**src/rtl/truth_table_capture.sv**
```systemverilog
// Exhaustive-sweep response capture: drives every input vector, samples the observed output, builds and grades the truth table.
// Optional build macro TTC_STOP_ON_FAIL_EN ends the sweep at the first mismatching vector.
module truth_table_capture #(
  parameter int N_IN   = 3,
  parameter int SETTLE = 2
) (
  input  logic                 clk,
  input  logic                 reset,
  input  logic                 start,
  input  logic                 dut_in,
  input  logic [2**N_IN-1:0]   expected,
  output logic [N_IN-1:0]      stim_out,
  output logic                 busy,
  output logic                 done,
  output logic [2**N_IN-1:0]   table_out,
  output logic [N_IN:0]        mismatch_count,
  output logic [N_IN-1:0]      fail_idx,
  output logic                 pass
);

  localparam int CW = (SETTLE > 1) ? $clog2(SETTLE) : 1;
  localparam logic [CW-1:0]   SETTLE_LAST = CW'(SETTLE - 1);
  localparam logic [CW-1:0]   ONE_C       = CW'(1);
  localparam logic [N_IN-1:0] ONE_I       = N_IN'(1);
  localparam logic [N_IN:0]   ONE_M       = (N_IN + 1)'(1);
  localparam logic [N_IN-1:0] LAST_IDX    = '1;

  typedef enum logic [1:0] {
    IDLE,
    SETTLE_ST,
    SAMPLE_ST,
    DONE_ST
  } state_t;

  state_t        state;
  state_t        state_next;
  logic [CW-1:0] settle_cnt;
  logic          first_fail;
  logic          sample_miss;
  logic          last_vec;

  always_ff @(posedge clk or posedge reset) begin
    if (reset) state <= IDLE;
    else       state <= state_next;
  end

  always_comb begin
    state_next  = state;
    sample_miss = (dut_in != expected[stim_out]);
    last_vec    = (stim_out == LAST_IDX);
    case (state)
      IDLE, DONE_ST: begin
        if (start) state_next = SETTLE_ST;
      end
      SETTLE_ST: begin
        if (settle_cnt == SETTLE_LAST) state_next = SAMPLE_ST;
      end
      SAMPLE_ST: begin
`ifdef TTC_STOP_ON_FAIL_EN
        if (last_vec || (sample_miss && !first_fail)) state_next = DONE_ST;
        else                                          state_next = SETTLE_ST;
`else
        if (last_vec) state_next = DONE_ST;
        else          state_next = SETTLE_ST;
`endif
      end
      default: state_next = IDLE;
    endcase
  end

  // stim_out doubles as the sweep index, so it only moves on the SAMPLE-exit edge
  always_ff @(posedge clk or posedge reset) begin
    if (reset) begin
      stim_out       <= '0;
      settle_cnt     <= '0;
      table_out      <= '0;
      mismatch_count <= '0;
      fail_idx       <= '0;
      first_fail     <= 1'b0;
    end else begin
      case (state)
        IDLE, DONE_ST: begin
          if (start) begin
            stim_out       <= '0;
            settle_cnt     <= '0;
            table_out      <= '0;
            mismatch_count <= '0;
            fail_idx       <= '0;
            first_fail     <= 1'b0;
          end
        end
        SETTLE_ST: begin
          settle_cnt <= settle_cnt + ONE_C;
        end
        SAMPLE_ST: begin
          table_out[stim_out] <= dut_in;
          if (sample_miss) begin
            mismatch_count <= mismatch_count + ONE_M;
            if (!first_fail) begin
              fail_idx   <= stim_out;
              first_fail <= 1'b1;
            end
          end
          if (state_next == SETTLE_ST) begin
            stim_out   <= stim_out + ONE_I;
            settle_cnt <= '0;
          end
        end
        default: ;
      endcase
    end
  end

  assign busy = (state == SETTLE_ST) || (state == SAMPLE_ST);
  assign done = (state == DONE_ST);
  assign pass = done && (mismatch_count == '0);

endmodule

```
**config.mk**
```make
export PLATFORM = sky130hd
export DESIGN_NAME = truth_table_capture
export DESIGN_NICKNAME = d
export VERILOG_FILES = /design/src/rtl/truth_table_capture.sv
export SDC_FILE = /design/constraint.sdc
export NUM_CORES = 1
export LEC_CHECK = 0
export ABC_CLOCK_PERIOD_IN_PS = 2100
export BUFFER_PORTS_ARGS = -buffer_cell sky130_fd_sc_hd__buf_4
export CORE_AREA = 2 2 55 57
export CTS_CLUSTER_SIZE = 40
export DETAILED_ROUTE_END_ITERATION = 8
export DIE_AREA = 0 0 57 59
export PLACE_DENSITY = 0.81
export RECOVER_POWER = 100
export SLEW_MARGIN = 10
export SYNTH_ARGS = -nofsm -noshare
export SYNTH_HDL_FRONTEND = slang
export SYNTH_SLANG_ARGS = --single-unit
```
**constraint.sdc**
```tcl
create_clock -name clk -period 2.1 [get_ports clk]
set_input_delay 0.42 -clock clk [delete_from_list [all_inputs] [get_ports clk]]
set_output_delay 0.42 -clock clk [all_outputs]
set_load 0.02 [all_outputs]
```
==> metrics.md, run 1 <==
| Metric | Value |
|---|---|
| Crit path largest cell delay | 440 ps |
| Reg area | 551.8 sq um |
| Post-route ant nets | 0 |
| Largest net degree at the start of global routing | 23 |
| Final nets | 201 |
| Most frequent CP cell | inv_1 |
| Largest family of logic cells by synthesized area | compound AO/OA/AOI/OAI gates |
| Power per standard cell area | 901.5 mW/mm^2 |
| Cells after Synth | 143 |
| Logic pwr share | 46.6% |
| I/O Buffers | 32 |
| Multi-input logic area | 769.5 sq um |
| Worst skew pair latency | 320 ps |
| GRT Overall Usage | 21.42% |
| VDD IR-drop max | 0.8171 mV |
| Post-synthesis mux area share | 4.933% |
| Post-synthesis compound-gate area fraction | 26.64% |
| Sequential cell area fraction in the yosys report | 39.46% |
| Die W | 57 microns |
| Worst flop-to-flop path endpoint | mismatch_count[2] |
| CTS max path bufs | 2 |
| Final instance area | 0.001649 sq mm |
| Setup Buffers After CTS | 0 |
| Final Max Slew Viols | 0 |
| Sw Share | 43.44% |
| Drt initial violations | 38 |
| Internal power | 0.8408 mW |
| Diodes inserted | 0 |
| Setup Skew | 9.535 ps |
| Simple-gate share of the synthesized area | 17.58% |
| H-tree depth | 1 |
| Reg-to-Reg Start | state[0] |
| CTS tree | done |
| GP Congestion | 0.8309 |
| Net Count, Synth | 162 |
| Post-cts resize count | 0 |
| Grt ovf | 0 |
| Crit start category | flip-flop |
| Row Count | 19 |
| Worst R2R Setup Slack | 150 ps |
| Setup violators final | 0 |
| P_sw | 0.6458 mW |
| Worst-path cell chain | inv_1 -> ha_2 -> inv_1 -> clkbuf_1 |
| CP max FO | 7 |
| Setup TNS Final | 0 ps |
| Dpl cells | 208 |
| Clock power frac | 16.3% |
| Area share of fa/ha/maj cells after synthesis | 6.278% |
| EDFF count, synth | 0 |
| Status | finished, final reports clean |
| Worst Path Buf+Inv | 3 |
| Die Ht | 59 microns |
| Depth of the most critical reg-to-reg path | 7 |
| Asr flop ratio synth | 100.0% |
| Initial Utilization | 51.48% |
| Setup Crit Path Kind | reg -> out |
| Initial antenna violation count | 0 |
| Relative slew slack | 22.14% |
| Syn-to-layout area delta | 18.21% |
| Die area | 0.003363 sq mm |
| Most frequent cells in the layout | dfrtp_1 (21), clkbuf_1 (21), buf_4 (18) |
| Clk sink count | 22 |
| Leakage dissipation | 0.7210 nW |
| Minimum clock period | 1969 ps |
| Post-place instance area | 0.001697 sq mm |
| Worst Max-Slew Pin Slew | 1168 ps |
| Clock-pin slew on the worst setup and hold paths | 130 ps |
| Vias in the first global route | 1221 |
| Post-synthesis xor/xnor area fraction | 0% |
| Critical-path top delay cell | dfrtp_1 |
| Via-to-Cell Ratio | 5.995 |
| Wirelength per Cell | 15.68 microns |
| Crit-path leading delay family | buffers and inverters |
| Final Non-Filler Cells | 212 |
| Yosys warning total | 0 |
| Crit path to | busy |
| Mean Syn Cell Area | 9.756 sq um |
| Hold Crit Class | in -> async |
| Initial DRT Pass Iterations | 4 |
| Fmax | 507.8 MHz |
| Core area | 0.002710 sq mm |
| Worst Path Arrival | 1550 ps |
| Final WL | 3325 microns |
| Post-synth cell types | 43 |
| CTS root buffer | clkbuf_4 |
| IO Pins | 33 |
| Stages on the worst setup path | 4 |
| DP HPWL | 2483 microns |
| CTS buffer count | 3 |
| Total power | 1.487 mW |
| DR vias | 1271 |
| WP data required | 1680 ps |
| Critical path startpoint | state[0] |
| MaxCap Viol Count | 0 |
| Share of cells above drive strength 1 | 23.20% |
| DRC violations left | 0 |
| Synthesized cell area | 0.001395 sq mm |
| First-pass GRT wire length | 5602 microns |
| FILL cells | 249 |
| Reg power frac | 37.0% |
| #FFs+latches synth | 22 |
| CP endpoint kind | output pin |
| Final period utilization | 93.78% |
| RSZ-0062 raised after global routing | no |
| Hold Fails Final Rpt | 0 |
| Most common flop cell mapped by yosys | dfrtp_1 |
| Hold_buf cts | 0 |
cell families after synthesis:
family,count (synthesis)
and+or+nand+nor,44
adders and majority gates,7
AOI/OAI and AO/OA,50
DFF,22
muxes,6
buffers and inverters,14
final cells by class:
cell class,count,share of cell area (%)
Clock buffer,4,2.200
Timing Repair Buffer,41,13.73
Sequential cell,22,33.46
Tap cell,31,2.352
Inverter,7,1.593
Multi-Input combinational cell,107,46.66
registers in the layout (all words and copies together), names as in the netlist:
name	count
first_fail	1
stim_out	3
settle_cnt	1
table_out	8
fail_idx	3
mismatch_count	4
state	2
worst min-delay path by stage:
stage | startpoint | to | slack, ps | cells after the start
2_1_floorplan | reset | fail_idx[0] | 410 | 1
3_5_place_dp | reset | settle_cnt | 480 | 3
4_1_cts | reset | stim_out[1] | 120 | 3
3_3_place_gp | settle_cnt | settle_cnt | 470 | 1
5_1_grt | start | state[1] | 480 | 3
6_report | reset | stim_out[2] | 450 | 3
layer usage:
metal | track usage [%] | wire, microns | share of wire [%]
met1 | 27.75 | 1431 | 43
met2 | 36.29 | 1692 | 51
met3 | 2.620 | 140 | 4.2
met4 | 9.302 | 61 | 1.8
met5 | 0 | 0 | 0
cell usage after synthesis (2+ instances only):
master / n / share of area [%]
ha_1: 7 / 6.3
and2b_2: 2 / 1.3
clkbuf_1: 4 / 1.1
a22o_1: 4 / 2.5
inv_1: 7 / 1.9
nand2b_1: 2 / 0.90
nand3_1: 6 / 2.2
a31oi_1: 3 / 1.3
o311ai_1: 6 / 3.8
a21oi_1: 8 / 2.9
o21ai_0: 14 / 5.0
mux2i_1: 3 / 2.2
or2b_1: 2 / 1.1
buf_6: 2 / 1.6
nor3_1: 7 / 2.5
nor2_1: 2 / 0.54
mux2i_2: 2 / 2.0
dfrtp_1: 22 / 39
nand2_1: 15 / 4.0
o211ai_1: 2 / 1.1
worst register-to-register path, cell delays in order, from the launching register on:
cell and delay [ps]:
dfrtp_1 440, inv_1 110, ha_2 320, nor2b_2 220, nor2_1 330, nand3_1 150, nor3_1 180, nor3_1 80
power groups by stage:
| stage | Clock, mW | Combinational, mW | Sequential, mW |
|---|---|---|---|
| final | 0.243 | 0.693 | 0.551 |
| after global routing | 0.264 | 0.764 | 0.561 |
| after CTS | 0.244 | 0.731 | 0.549 |
| after detailed placement | 0 | 0.728 | 0.558 |
| after global placement | 0 | 0.703 | 0.553 |
| after floorplan | 0 | 0.474 | 0.568 |
stage by stage:
stage	hold WS (ps)	setup WS (ps)	util (%)
finish	452.0	130.7	60.85
global route	479.6	14.77	60.85
CTS	124.4	92.25	63.94
detailed placement	479.4	132.0	62.60
global placement	474.9	163.3	62.60
floorplan	409.2	259.1	-
(Power assumes the default switching activity.)
==> run 2: changes to the inputs <==
--- a/config.mk
+++ b/config.mk
@@ -11,6 +11,7 @@
 export CTS_CLUSTER_SIZE = 40
 export DETAILED_ROUTE_END_ITERATION = 8
 export DIE_AREA = 0 0 57 59
+export GPL_TIMING_DRIVEN = 0
 export PLACE_DENSITY = 0.81
 export RECOVER_POWER = 100
 export SLEW_MARGIN = 10
==> metrics.md, run 2 (synthesis gave the netlist of run 1 again) <==
| Metric | Value |
|---|---|
| CP max FO | 7 |
| Setup TNS Final | 0 ps |
| Final Non-Filler Cells | 211 |
| Final core occ | 61.17% |
| IO Pins | 33 |
| Final WL | 3599 microns |
| Final period utilization | 96.23% |
| Largest net degree at the start of global routing | 23 |
| Critical path startpoint | state[1] |
| Uppermost layer routed | met4 |
| Hold_buf cts | 0 |
| Initial antenna violation count | 0 |
| Power per standard cell area | 916.9 mW/mm^2 |
| FILL cells | 271 |
| MaxCap Viol Count | 0 |
| Total power | 1.520 mW |
| Worst flop-to-flop path endpoint | mismatch_count[2] |
| Die area | 0.003363 sq mm |
| Drt initial violations | 35 |
| Initial DRT Pass Iterations | 4 |
| Post-route ant nets | 0 |
| GP Congestion | 0.8445 |
| Relative slew slack | 44.02% |
| Minimum clock period | 2021 ps |
| DR vias | 1330 |
| Setup Crit Path Kind | reg -> reg |
| Worst R2R Setup Slack | 80 ps |
| Final nets | 200 |
| Hold Fails Final Rpt | 0 |
| Setup slack after layout | 79.12 ps |
| Crit-path leading delay family | simple AND/OR/NAND/NOR gates |
| Pre-CTS setup slack | 18.17 ps |
| Critical-path top delay cell | dfrtp_1 |
| Worst skew pair latency | 320 ps |
| CTS root buffer | clkbuf_4 |
| CTS tree | done |
| Setup violators final | 0 |
| Max FFs per register | 8 |
| Core area | 0.002710 sq mm |
| Most common cell after layout, fill and taps aside | dfrtp_1 |
| Dpl cells | 206 |
| Via-to-Cell Ratio | 6.303 |
| Diodes inserted | 0 |
| WP data required | 2340 ps |
| Vias in the first global route | 1222 |
| Die W | 57 microns |
| VDD IR-drop max | 0.6341 mV |
| Setup Skew | 7.456 ps |
| Worst Max-Slew Pin Slew | 838.7 ps |
| Clock-pin slew on the worst setup and hold paths | 130 ps |
| CP endpoint kind | flip-flop |
| Share of cells above drive strength 1 | 22.78% |
| Routed wl met2 | 1879 microns |
| Worst Path Arrival | 2260 ps |
| Worst Path Buf+Inv | 1 |
| Leakage dissipation | 0.7266 nW |
| DRC violations left | 0 |
| Clk sink count | 22 |
| Crit start category | flip-flop |
| Hold Crit Class | in -> async |
| First-pass GRT wire length | 5747 microns |
| Met1 WL | 1409 microns |
| Final Max Slew Viols | 0 |
| Fmax | 494.8 MHz |
| Grt ovf | 0 |
| Depth of the most critical reg-to-reg path | 6 |
| Status | finished, final reports clean |
| H-tree depth | 1 |
| GRT Overall Usage | 22.21% |
| Most frequent cells in the layout | dfrtp_1 (22), clkbuf_1 (21), nand2_1 (15) |
| CTS max path bufs | 2 |
| CTS buffer count | 3 |
| Crit path largest cell delay | 450 ps |
| DP HPWL | 2604 microns |
| Syn-to-layout area delta | 18.83% |
| Regs by FF count | table_out: 8 flops, mismatch_count: 4 flops |
| DR WL met3 | 212 microns |
| Most flops, register | table_out |
| I/O Buffers | 32 |
| Wirelength per Cell | 17.06 microns |
| Reg-to-Reg Start | state[1] |
| Worst-path cell chain | ha_1 -> nor2b_1 -> clkbuf_1 -> nor2_1 -> a41oi_2 -> nor3_1 |
| Die Ht | 59 microns |
| Initial Utilization | 51.48% |
| Row Count | 19 |
[run 2: power breakdown]
part | internal (mW) | switching (mW)
combinational | 0.259 | 0.479
clock | 0.106 | 0.138
sequential | 0.481 | 0.0581
total | 0.845 | 0.675
[run 2: final cells by class]
type / instances / area (sq um) / share of cell area [%]
flip-flops and latches: 22 / 550.5 / 33.21
plain buffers: 7 / 47.55 / 2.868
inverters: 7 / 26.28 / 1.585
multi-input cells: 107 / 782.0 / 47.17
repair buffers: 33 / 176.4 / 10.64
clock buffers: 4 / 36.28 / 2.189
well taps: 31 / 38.79 / 2.340
[run 2: worst max-delay path by stage]
stage                              to  slack (ps)  cells past startpoint
detailed placement       table_out[7]          20                      6
CTS                      table_out[7]          60                      6
finish              mismatch_count[2]          80                      6
global route              fail_idx[2]         -30                      6
global placement         table_out[7]         110                      6
floorplan                        pass         260                      2
[run 2: worst reg2reg max path: stages, from the launching register on]
cell,delay (ps)
dfrtp_1,450
ha_1,370
nor2b_1,160
clkbuf_1,210
nor2_1,380
a41oi_2,160
nor3_1,220
[run 2: metrics by stage]
stage                     hold slack (ps)  instance area, sq um
after floorplan                     409.2                  1395
after global placement              475.7                  1674
after detailed placement            502.3                  1674
after CTS                           286.0                  1712
after global routing                338.5                  1658
final                               255.6                  1658
[run 2: what timing repair did]
action / in CTS / in global routing
endpoints found under the hold margin: 0 / 0
buffers inserted: 0 / 1
setup endpoints to repair: 4 / 16
resized for setup: 1 / 7
[run 2: routing by layer]
layer | track usage [%] | up-vias
met3 | 1.965 | 11
met1 | 27.48 | 652
met5 | 0 | -
met4 | 9.302 | 0
met2 | 39.90 | 54
li1 | - | 613
